==> config.mk <==
export PLATFORM = sky130hd
export DESIGN_NAME = spi_master_tx_multi_flat
export DESIGN_NICKNAME = d
export VERILOG_FILES = /design/src/rtl/spi_master_tx_multi_if.sv /design/src/rtl/spi_master_tx_multi.sv /design/src/flat_wrapper.sv
export SDC_FILE = /design/constraint.sdc
export NUM_CORES = 1
export LEC_CHECK = 0
export CORE_ASPECT_RATIO = 1.1
export CORE_UTILIZATION = 26
export DETAILED_ROUTE_END_ITERATION = 7
export PLACE_DENSITY = 0.42
export SYNTH_ARGS = -nofsm -noshare
export SYNTH_HDL_FRONTEND = slang
export SYNTH_SLANG_ARGS = --single-unit
==> constraint.sdc <==
create_clock -name clk -period 8.5 [get_ports clk]
set_clock_uncertainty 0.1 [all_clocks]
set_input_delay 1.7 -clock clk [delete_from_list [all_inputs] [get_ports clk]]
set_output_delay 1.7 -clock clk [all_outputs]
set_load 0.02 [all_outputs]
==> src/rtl/spi_master_tx_multi_if.sv <==
// spi_tx_if: bundles the SPI master transmit datapath's control, write and pad
// signals. The slave modport is the datapath view. The master modport is the
// controller/pad view.
//   en, tx_edge        beat strobe and its qualifier
//   mode, lsb_first    lane mode and bit order, captured at start
//   bit_count          transfer length in bits
//   count_upd          start strobe
//   data, data_valid,  write side of the prefetch FIFO
//   data_ready
//   sdo, sdo_oe        serial lanes and their output enables
//   busy, stall,       transfer status
//   tx_done
interface spi_tx_if #(
  parameter int DATA_WIDTH = 32,
  parameter int CNT_WIDTH  = 16
);
  logic                  en;
  logic                  tx_edge;
  logic [1:0]            mode;
  logic                  lsb_first;
  logic [CNT_WIDTH-1:0]  bit_count;
  logic                  count_upd;
  logic [DATA_WIDTH-1:0] data;
  logic                  data_valid;
  logic                  data_ready;
  logic [3:0]            sdo;
  logic [3:0]            sdo_oe;
  logic                  busy;
  logic                  stall;
  logic                  tx_done;

  modport master (
    output en, tx_edge, mode, lsb_first, bit_count, count_upd, data, data_valid,
    input  data_ready, sdo, sdo_oe, busy, stall, tx_done
  );
  modport slave (
    input  en, tx_edge, mode, lsb_first, bit_count, count_upd, data, data_valid,
    output data_ready, sdo, sdo_oe, busy, stall, tx_done
  );
endinterface

==> src/rtl/spi_master_tx_multi.sv <==
// spi_master_tx_multi: SPI master transmit datapath.
// - Word width is a parameter.
// - Words are buffered in a prefetch FIFO.
// - The lane mode (single, dual or quad) is selected at run time.
// - Bit order is selectable: MSB first or LSB first.
// When a word boundary is reached with the FIFO empty, the block raises stall
// and holds the current beat. The clock generator can then pause SCLK.
// Ports:
//   clk, rstn  clock and asynchronous active-low reset
//   bus        spi_tx_if.slave. It carries the control, FIFO write and pad
//              signals.
module spi_master_tx_multi #(
  parameter int DATA_WIDTH = 32,
  parameter int CNT_WIDTH  = 16,
  parameter int BUF_DEPTH  = 2
)(
  input  logic     clk,
  input  logic     rstn,
  spi_tx_if.slave  bus
);
  localparam int AW = $clog2(BUF_DEPTH);

  typedef enum logic [1:0] {IDLE, LOAD, SHIFT, STALL} state_t;
  state_t state, state_nx;

  // Prefetch FIFO. The pointers carry one extra bit to tell full from empty.
  logic [DATA_WIDTH-1:0] mem [BUF_DEPTH];
  logic [AW:0]           wr_ptr, rd_ptr;
  logic                  empty, full, push, pop;

  assign empty = (wr_ptr == rd_ptr);
  assign full  = (wr_ptr[AW] != rd_ptr[AW]) && (wr_ptr[AW-1:0] == rd_ptr[AW-1:0]);
  assign push  = bus.data_valid && !full;
  assign bus.data_ready = !full;

  always_ff @(posedge clk) begin
    if (push) mem[wr_ptr[AW-1:0]] <= bus.data;
  end

  always_ff @(posedge clk or negedge rstn) begin
    if (!rstn) begin
      wr_ptr <= '0;
      rd_ptr <= '0;
    end else begin
      if (push) wr_ptr <= wr_ptr + 1'b1;
      if (pop)  rd_ptr <= rd_ptr + 1'b1;
    end
  end

  // Transfer context, latched at start. lmode encodes 0 = single,
  // 1 = dual, 2 = quad.
  logic [1:0]            lmode;
  logic                  lsb;
  logic [CNT_WIDTH-1:0]  tgt, beat, wbeat;
  logic [DATA_WIDTH-1:0] shreg, shifted;
  logic [CNT_WIDTH-1:0]  t_new, w_last;
  logic [1:0]            mode_new;
  logic [2:0]            lane_n;
  logic                  edge_acc, last, wb_end, start;

  // Decode the requested mode. The reserved encoding falls back to single.
  always_comb begin
    mode_new = 2'd0;
    t_new    = bus.bit_count;
    case (bus.mode)
      2'b01: begin mode_new = 2'd1; t_new = bus.bit_count >> 1; end
      2'b10: begin mode_new = 2'd2; t_new = bus.bit_count >> 2; end
      default: ;
    endcase
  end

  always_comb begin
    lane_n = 3'd1;
    w_last = CNT_WIDTH'(DATA_WIDTH - 1);
    case (lmode)
      2'd1: begin lane_n = 3'd2; w_last = CNT_WIDTH'(DATA_WIDTH/2 - 1); end
      2'd2: begin lane_n = 3'd4; w_last = CNT_WIDTH'(DATA_WIDTH/4 - 1); end
      default: ;
    endcase
  end

  assign edge_acc = (state == SHIFT) && bus.tx_edge && bus.en;
  assign last     = (beat == tgt - CNT_WIDTH'(1));
  assign wb_end   = (wbeat == w_last);
  assign shifted  = lsb ? (shreg >> lane_n) : (shreg << lane_n);

  always_ff @(posedge clk or negedge rstn) begin
    if (!rstn) state <= IDLE;
    else       state <= state_nx;
  end

  always_comb begin
    state_nx = state;
    pop      = 1'b0;
    start    = 1'b0;
    case (state)
      IDLE: if (bus.count_upd && t_new != '0) begin
        start    = 1'b1;
        state_nx = LOAD;
      end
      LOAD, STALL: if (!empty) begin
        pop      = 1'b1;
        state_nx = SHIFT;
      end
      SHIFT: if (edge_acc) begin
        if (last)        state_nx = IDLE;
        else if (wb_end) begin
          if (!empty) pop = 1'b1;
          else        state_nx = STALL;
        end
      end
      default: state_nx = IDLE;
    endcase
  end

  always_ff @(posedge clk or negedge rstn) begin
    if (!rstn) begin
      lmode   <= '0;
      lsb     <= 1'b0;
      tgt     <= '0;
      beat    <= '0;
      wbeat   <= '0;
      shreg   <= '0;
      bus.tx_done <= 1'b0;
    end else begin
      bus.tx_done <= edge_acc && last;
      if (start) begin
        lmode <= mode_new;
        lsb   <= bus.lsb_first;
        tgt   <= t_new;
        beat  <= '0;
        wbeat <= '0;
      end
      if (edge_acc && !last) beat <= beat + CNT_WIDTH'(1);
      if (pop) begin
        shreg <= mem[rd_ptr[AW-1:0]];
        wbeat <= '0;
      end else if (edge_acc) begin
        if (last) shreg <= '0;
        else if (!wb_end) begin
          shreg <= shifted;
          wbeat <= wbeat + CNT_WIDTH'(1);
        end
      end
    end
  end

  // Lane mapping. Unused lanes stay 0, and everything is quiet in IDLE.
  always_comb begin
    bus.sdo    = '0;
    bus.sdo_oe = '0;
    if (state != IDLE) begin
      case (lmode)
        2'd1: begin
          bus.sdo[1:0] = lsb ? shreg[1:0] : shreg[DATA_WIDTH-1 -: 2];
          bus.sdo_oe   = 4'b0011;
        end
        2'd2: begin
          bus.sdo      = lsb ? shreg[3:0] : shreg[DATA_WIDTH-1 -: 4];
          bus.sdo_oe   = 4'b1111;
        end
        default: begin
          bus.sdo[0]   = lsb ? shreg[0] : shreg[DATA_WIDTH-1];
          bus.sdo_oe   = 4'b0001;
        end
      endcase
    end
  end

  assign bus.busy  = (state != IDLE);
  assign bus.stall = (state == STALL);
endmodule

==> src/flat_wrapper.sv <==
// flat-port wrapper written by rule: the top's interface ports become plain ports
module spi_master_tx_multi_flat 
#(
  parameter int DATA_WIDTH = 32,
  parameter int CNT_WIDTH  = 16,
  parameter int BUF_DEPTH  = 2
)
  (clk, rstn, bus_en, bus_tx_edge, bus_mode, bus_lsb_first, bus_bit_count, bus_count_upd, bus_data, bus_data_valid, bus_data_ready, bus_sdo, bus_sdo_oe, bus_busy, bus_stall, bus_tx_done);
  spi_tx_if #(.DATA_WIDTH(DATA_WIDTH), .CNT_WIDTH(CNT_WIDTH)) bus_i ();
  input  logic clk;
  input  logic rstn;
  input wire logic [$bits(bus_i.en)-1:0] bus_en;
  input wire logic [$bits(bus_i.tx_edge)-1:0] bus_tx_edge;
  input wire logic [$bits(bus_i.mode)-1:0] bus_mode;
  input wire logic [$bits(bus_i.lsb_first)-1:0] bus_lsb_first;
  input wire logic [$bits(bus_i.bit_count)-1:0] bus_bit_count;
  input wire logic [$bits(bus_i.count_upd)-1:0] bus_count_upd;
  input wire logic [$bits(bus_i.data)-1:0] bus_data;
  input wire logic [$bits(bus_i.data_valid)-1:0] bus_data_valid;
  output wire logic [$bits(bus_i.data_ready)-1:0] bus_data_ready;
  output wire logic [$bits(bus_i.sdo)-1:0] bus_sdo;
  output wire logic [$bits(bus_i.sdo_oe)-1:0] bus_sdo_oe;
  output wire logic [$bits(bus_i.busy)-1:0] bus_busy;
  output wire logic [$bits(bus_i.stall)-1:0] bus_stall;
  output wire logic [$bits(bus_i.tx_done)-1:0] bus_tx_done;
  assign bus_i.en = bus_en;
  assign bus_i.tx_edge = bus_tx_edge;
  assign bus_i.mode = bus_mode;
  assign bus_i.lsb_first = bus_lsb_first;
  assign bus_i.bit_count = bus_bit_count;
  assign bus_i.count_upd = bus_count_upd;
  assign bus_i.data = bus_data;
  assign bus_i.data_valid = bus_data_valid;
  assign bus_data_ready = bus_i.data_ready;
  assign bus_sdo = bus_i.sdo;
  assign bus_sdo_oe = bus_i.sdo_oe;
  assign bus_busy = bus_i.busy;
  assign bus_stall = bus_i.stall;
  assign bus_tx_done = bus_i.tx_done;
  spi_master_tx_multi #(.DATA_WIDTH(DATA_WIDTH), .CNT_WIDTH(CNT_WIDTH), .BUF_DEPTH(BUF_DEPTH)) u_core (.clk(clk), .rstn(rstn), .bus(bus_i));
endmodule
==> qor.yml, run 1 <==
outcome: "finished clean"
dp_hpwl_um: 19410
startpoint: "bus_mode[0]"
cts_hold_buf: 0
synth_adder_area_share: 0.01302
initial_core_util: 0.2651
gp_congestion: 0.8161
cts.sinks: 154
synth_xor_area_frac: 0.02785
ff2ff_setup_slack_ps: 4320
synth_compound_area_frac: 0.1946
coreArea_mm2: 0.03626
place_ws_ps: 2990
post-route-cell-area_mm2: 0.01124
fp.dieArea_mm2: 0.03775
track_usage: 0.1568
slew_viol_final: 0
hold_viol_final: 0
area_delta_synth_final_pct: 16.97
finalPower_mw: 1.998
min-delay-start: "u_core.wr_ptr[1]$_DFFE_PN0P_"
yosys-mux-area-fraction: 0.09241
die_w_um: 185.3
max_freq_mhz: 197.4
fin_hold_ws_ps: 389.1
instances_no_fill: 1558
cp.arrival_ps: 5320
synth_seq_cells: 154
hold_class: "reg -> reg"
r2r-start: "u_core.tgt[0]$_DFFE_PN0P_"
drtIter0Drc: 486
fin_tns_setup_ps: 0
synth-async-reset-ratio: 0.5844
ir_drop_v: 0.0001439
io_pins: 69
setup_ws_ps: 3435
wl_um: 28380
insertion_delay_ps: 450
synth_edf_count: 64
avgSynthCellArea_um2: 9.261
synth_warnings: 0
synth_nets: 1105
mostFrequentLayoutCell: "nand2_1"
cap_violations: 0
postCtsSetupRepairBufs: 0
tightest_slew_ps: 1008
die_h_um: 203.7
max-slew-margin-rel: 0.3279
synth_cell_types: 75
ctsResizeCount: 0
finalCritPeriodShare: 0.5959
firstDrtPassIters: 5
cellPowerDensity_mw_per_mm2: 177.7
synth_top_family_by_area: "simple AND/OR/NAND/NOR gates"
detail_route.wl_per_cell_um: 18.22
layout-drive-gt1-share: 0.09057
n_antenna_cell: 0
num_rows: 73
cp.required_ps: 8760
portBuffers: 68
via_per_inst: 5.139
antenna_found_initial: 0
final_cell_mix: "nand2_1 (115), o21ai_0 (100), dfrtp_1 (88)"
rsz0062_at_grt: "false"
overflow: 0
cts.root.buffer_cell: "clkbuf_16"
grt_pass1_vias: 7927
finalSetupViolCount: 0
cts_tree: "yes"
whs_endpoint: "u_core.wr_ptr[1]$_DFFE_PN0P_"
synth_area_mm2: 0.009613
worstReg2RegEnd: "u_core.shreg[1]$_DFFE_PN0P_"
final_nets: 1125
cp_max_fo: 32
hold_depth: 1
reg2reg_depth: 10
cts.reportedPaths.clkPinSlew_ps: 70
place_area_mm2: 0.01067
grt_max_degree: 78
dp.cells: 1526
cp-end-kind: "register"
ys.flop_type: "dfrtp_1"
cts_max_level: 4
period_needed_ps: 5065
cp-start-kind: "primary input"
numCtsBuffers: 17
finalCoreUtilization: 0.3101
synthSimpleGateAreaFrac: 0.1960
num_vias: 8007
syn_inst: 1038
grt_pass1_wl_um: 45420
drc: 0
ant_nets: 0
cts_max_path_buffers: 2
yosysSeqAreaShare: 0.4342
p_leak_nw: 4.362
path_class: "in -> reg"
how the worst max path moves through the flow:
stage	end	slack [ps]	depth (start not counted)
finish	u_core.wbeat[13]$_DFF_PN0_	3440	10
global route	u_core.wbeat[13]$_DFF_PN0_	3110	10
CTS	u_core.wbeat[13]$_DFF_PN0_	3460	10
detailed placement	u_core.wbeat[13]$_DFF_PN0_	2990	10
global placement	u_core.wbeat[13]$_DFF_PN0_	3120	10
floorplan	bus_sdo[0]	4350	7
state kept, by name, indices dropped and copies added, names as in the netlist:
signal	flops
u_core.beat	16
u_core.bus.tx_done	1
u_core.lmode	2
u_core.lsb	1
u_core.mem	64
u_core.rd_ptr	2
u_core.shreg	32
u_core.state	2
u_core.tgt	16
u_core.wbeat	16
u_core.wr_ptr	2
worst max-delay path: stages:
cell             delay [ps]
clkdlybuf4s50_1         510
inv_1                    70
ha_1                    790
o21ai_0                 300
nor4_1                  380
nand4_1                 160
and3_1                  230
a21oi_1                 770
o21ai_0                 220
a21oi_1                 170
synthesized netlist by cell type (4+ instances only):
master | instances | area share
o22ai_1 | 8 | 0.0052
nor3b_1 | 5 | 0.0039
inv_1 | 16 | 0.0062
mux2_2 | 27 | 0.032
buf_2 | 12 | 0.0062
or3_1 | 14 | 0.0091
nor4_1 | 8 | 0.0052
a311oi_1 | 5 | 0.0046
nand3b_1 | 7 | 0.0055
xnor2_1 | 18 | 0.016
a21oi_1 | 44 | 0.023
and3_1 | 21 | 0.014
nor2_1 | 88 | 0.034
and4_1 | 4 | 0.0036
a31oi_1 | 16 | 0.010
a31o_2 | 6 | 0.0055
o21ai_1 | 5 | 0.0026
and3b_1 | 5 | 0.0046
clkbuf_1 | 52 | 0.020
edfxtp_1 | 64 | 0.20
mux2i_1 | 55 | 0.057
dfrtp_1 | 90 | 0.23
nand3_1 | 11 | 0.0057
o21ai_0 | 100 | 0.052
ha_1 | 10 | 0.013
o21a_1 | 6 | 0.0047
nand2_1 | 115 | 0.045
nand4_1 | 13 | 0.0085
a211oi_1 | 13 | 0.010
a221o_1 | 6 | 0.0062
a22oi_1 | 21 | 0.016
nor3_1 | 35 | 0.018
o221ai_1 | 13 | 0.012
buf_1 | 8 | 0.0031
xor2_1 | 10 | 0.0091
nor2b_1 | 9 | 0.0059
nand2b_1 | 22 | 0.014
o211ai_1 | 21 | 0.016
cells by family after synthesis:
| logic type | after synthesis |
|---|---|
| AOI/OAI and AO/OA | 291 |
| xor gates and xnor gates | 29 |
| adders and majority gates | 10 |
| buffers and inverters | 95 |
| DFF | 154 |
| muxes | 84 |
| and+or+nand+nor | 375 |
report_power, final:
| part | total [mW] | leakage [nW] | switching [mW] | internal, mW |
|---|---|---|---|---|
| clock | 0.764 | 0.274 | 0.324 | 0.440 |
| sequential | 0.938 | 1.79 | 0.0526 | 0.886 |
| combinational | 0.296 | 2.30 | 0.181 | 0.115 |
per-layer routing:
metal | vias to the layer above | routed length, µm | track usage | part of all wire
met5 | - | 0 | 0 | 0
met4 | 0 | 684 | 0.06346 | 0.024
met3 | 32 | 849 | 0.02375 | 0.030
met2 | 171 | 13700 | 0.2580 | 0.48
met1 | 3908 | 13150 | 0.2042 | 0.46
li1 | 3896 | - | - | -
cell type report:
type                    instances  area, µm²
clock buffers                  21      450.4
clock inverters                11      120.1
fillers                      3796      25020
inverters                      17      63.81
multi-input cells             789       5064
flip-flops and latches        154       4177
well taps                     487      609.3
repair buffers                 79      760.7
No activity file was read; power rests on OpenSTA's default activity.
==> inputs of run 2 (changes only) <==
--- a/config.mk
+++ b/config.mk
@@ -8,7 +8,7 @@
 export CORE_ASPECT_RATIO = 1.1
 export CORE_UTILIZATION = 26
 export DETAILED_ROUTE_END_ITERATION = 7
-export PLACE_DENSITY = 0.42
+export PLACE_DENSITY = 0.43
 export SYNTH_ARGS = -nofsm -noshare
 export SYNTH_HDL_FRONTEND = slang
 export SYNTH_SLANG_ARGS = --single-unit
==> constraint.sdc (replaced) <==
create_clock -name clk -period 4.4 [get_ports clk]
set_clock_uncertainty 0.1 [all_clocks]
set_input_delay 0.88 -clock clk [delete_from_list [all_inputs] [get_ports clk]]
set_output_delay 0.88 -clock clk [all_outputs]
set_load 0.02 [all_outputs]
==> qor.yml, run 2 (synthesis results as in run 1) <==
ctsResizeCount: 0
die_h_um: 203.7
cellPowerDensity_mw_per_mm2: 345.9
hold_class: "reg -> reg"
cts_tree: "yes"
die_w_um: 185.3
final_cell_mix: "nand2_1 (115), o21ai_0 (100), dfrtp_1 (88)"
cp.required_ps: 3420
path_class: "reg -> out"
hold_viol_final: 0
grt_max_degree: 84
finalSetupViolCount: 0
cap_violations: 0
path_cells: "inv_1 > ha_4 > a221oi_1 > a311oi_1 > clkdlybuf4s50_1"
startpoint: "u_core.lmode[0]$_DFFE_PN0P_"
cpPeakStageDelay_ps: 730
multi_input_area_mm2: 0.005062
track_usage: 0.1566
wl_um: 28450
cts.reportedPaths.clkPinSlew_ps: 70
period_needed_ps: 3747
tightest_slew_ps: 1021
cp.arrival_ps: 2770
largest_reg_flops: 64
min-delay-start: "u_core.wr_ptr[1]$_DFFE_PN0P_"
finalCritPeriodShare: 0.8516
crit_slowest_cell: "clkdlybuf4s50_1"
final_nets: 1133
cts_hold_buf: 0
cts_max_path_buffers: 2
fin_tns_setup_ps: 0
numCtsBuffers: 17
ant_nets: 0
gp_congestion: 0.8106
portBuffers: 68
detail_route.wl_per_cell_um: 18.17
max_freq_mhz: 266.9
cp-start-kind: "register"
ir_drop_v: 0.0003044
insertion_delay_ps: 450
cts.root.buffer_cell: "clkbuf_16"
postCtsSetupRepairBufs: 0
fp.dieArea_mm2: 0.03775
max-slew-margin-rel: 0.3179
via_per_inst: 5.105
area_delta_synth_final_pct: 18.18
p_leak_nw: 4.418
grt_pass1_vias: 7844
fill_cells: 3787
cts_max_level: 4
initial_core_util: 0.2651
coreArea_mm2: 0.03626
firstDrtPassIters: 5
num_rows: 73
cts.sinks: 154
cp-end-kind: "output port"
dp_hpwl_um: 20050
overflow: 0
place_ws_ps: 282.0
grt_pass1_wl_um: 45110
slew_viol_final: 0
layout-drive-gt1-share: 0.09731
r2r-start: "u_core.tgt[0]$_DFFE_PN0P_"
outcome: "finished clean"
setup_ws_ps: 652.8
io_pins: 69
seq_area_mm2: 0.004177
cp_max_fo: 36
drc: 0
rsz0062_at_grt: "false"
drtIter0Drc: 546
antenna_found_initial: 0
mostFrequentLayoutCell: "nand2_1"
n_antenna_cell: 0
num_vias: 7995
## run 2: report_power, final
group | leakage (nW) | internal [mW] | switching, mW
Combinational | 2.35 | 0.230 | 0.356
Sequential | 1.79 | 1.71 | 0.102
Clock | 0.280 | 0.896 | 0.635
Total | 4.42 | 2.84 | 1.09
## run 2: path summary, 6_finish.rpt
kind                       depth (start not counted)  slack, ps                           end
setup / recovery                                   5        650                    bus_sdo[0]
hold / removal                                     1        390  u_core.wr_ptr[1]$_DFFE_PN0P_
setup reg to reg                                  10        700  u_core.shreg[30]$_DFFE_PN0P_
hold reg to reg                                    1        390  u_core.wr_ptr[1]$_DFFE_PN0P_
max in group asynchronous                          2       2880  u_core.shreg[18]$_DFFE_PN0P_
min in group asynchronous                          1        400    u_core.tgt[14]$_DFFE_PN0P_
## run 2: layout make-up
type | count | area share
repair buffers | 87 | 0.07445
well taps | 487 | 0.05363
multi-input cells | 789 | 0.4456
inverters | 17 | 0.005617
clock buffers | 19 | 0.03811
flip-flops and latches | 154 | 0.3676
clock inverters | 13 | 0.01498
## run 2: layer usage
layer  track usage  part of all wire  wire length, µm
met3       0.02661             0.031              880
met4       0.06582             0.026              743
met5             0                 0                0
met2        0.2640              0.50            14090
met1        0.1958              0.45            12730
## run 2: per-stage QoR
stage               power [mW]  hold slack, ps  instance area, µm²  instances  utilization
floorplan                2.167           361.9                9613       1038            -
CTS                      4.003           396.6               11360       1566       0.3133
finish                   3.930           391.8               11360       1566       0.3133
global route             4.126           404.1               11360       1566       0.3133
global placement         2.438           381.4               10760       1534       0.2967
detailed placement       2.441           384.9               10760       1534       0.2967
## run 2: critical path, delay by kind of cell, from the launching register on
| family | cells | cell delay, ps |
|---|---|---|
| AO/OA/AOI/OAI | 2 | 660 |
| adder cells (fa/ha/maj) | 1 | 410 |
| flip-flops | 1 | 400 |
| buffers and inverters | 2 | 840 |
==> inputs of run 3 (changes only) <==
--- a/config.mk
+++ b/config.mk
@@ -5,6 +5,7 @@
 export SDC_FILE = /design/constraint.sdc
 export NUM_CORES = 1
 export LEC_CHECK = 0
+export ABC_CLOCK_PERIOD_IN_PS = 4400
 export CORE_ASPECT_RATIO = 1.1
 export CORE_UTILIZATION = 26
 export DETAILED_ROUTE_END_ITERATION = 7
==> results of run 3 <==
The final DEF is identical to that of run 2; final timing and power are the same.
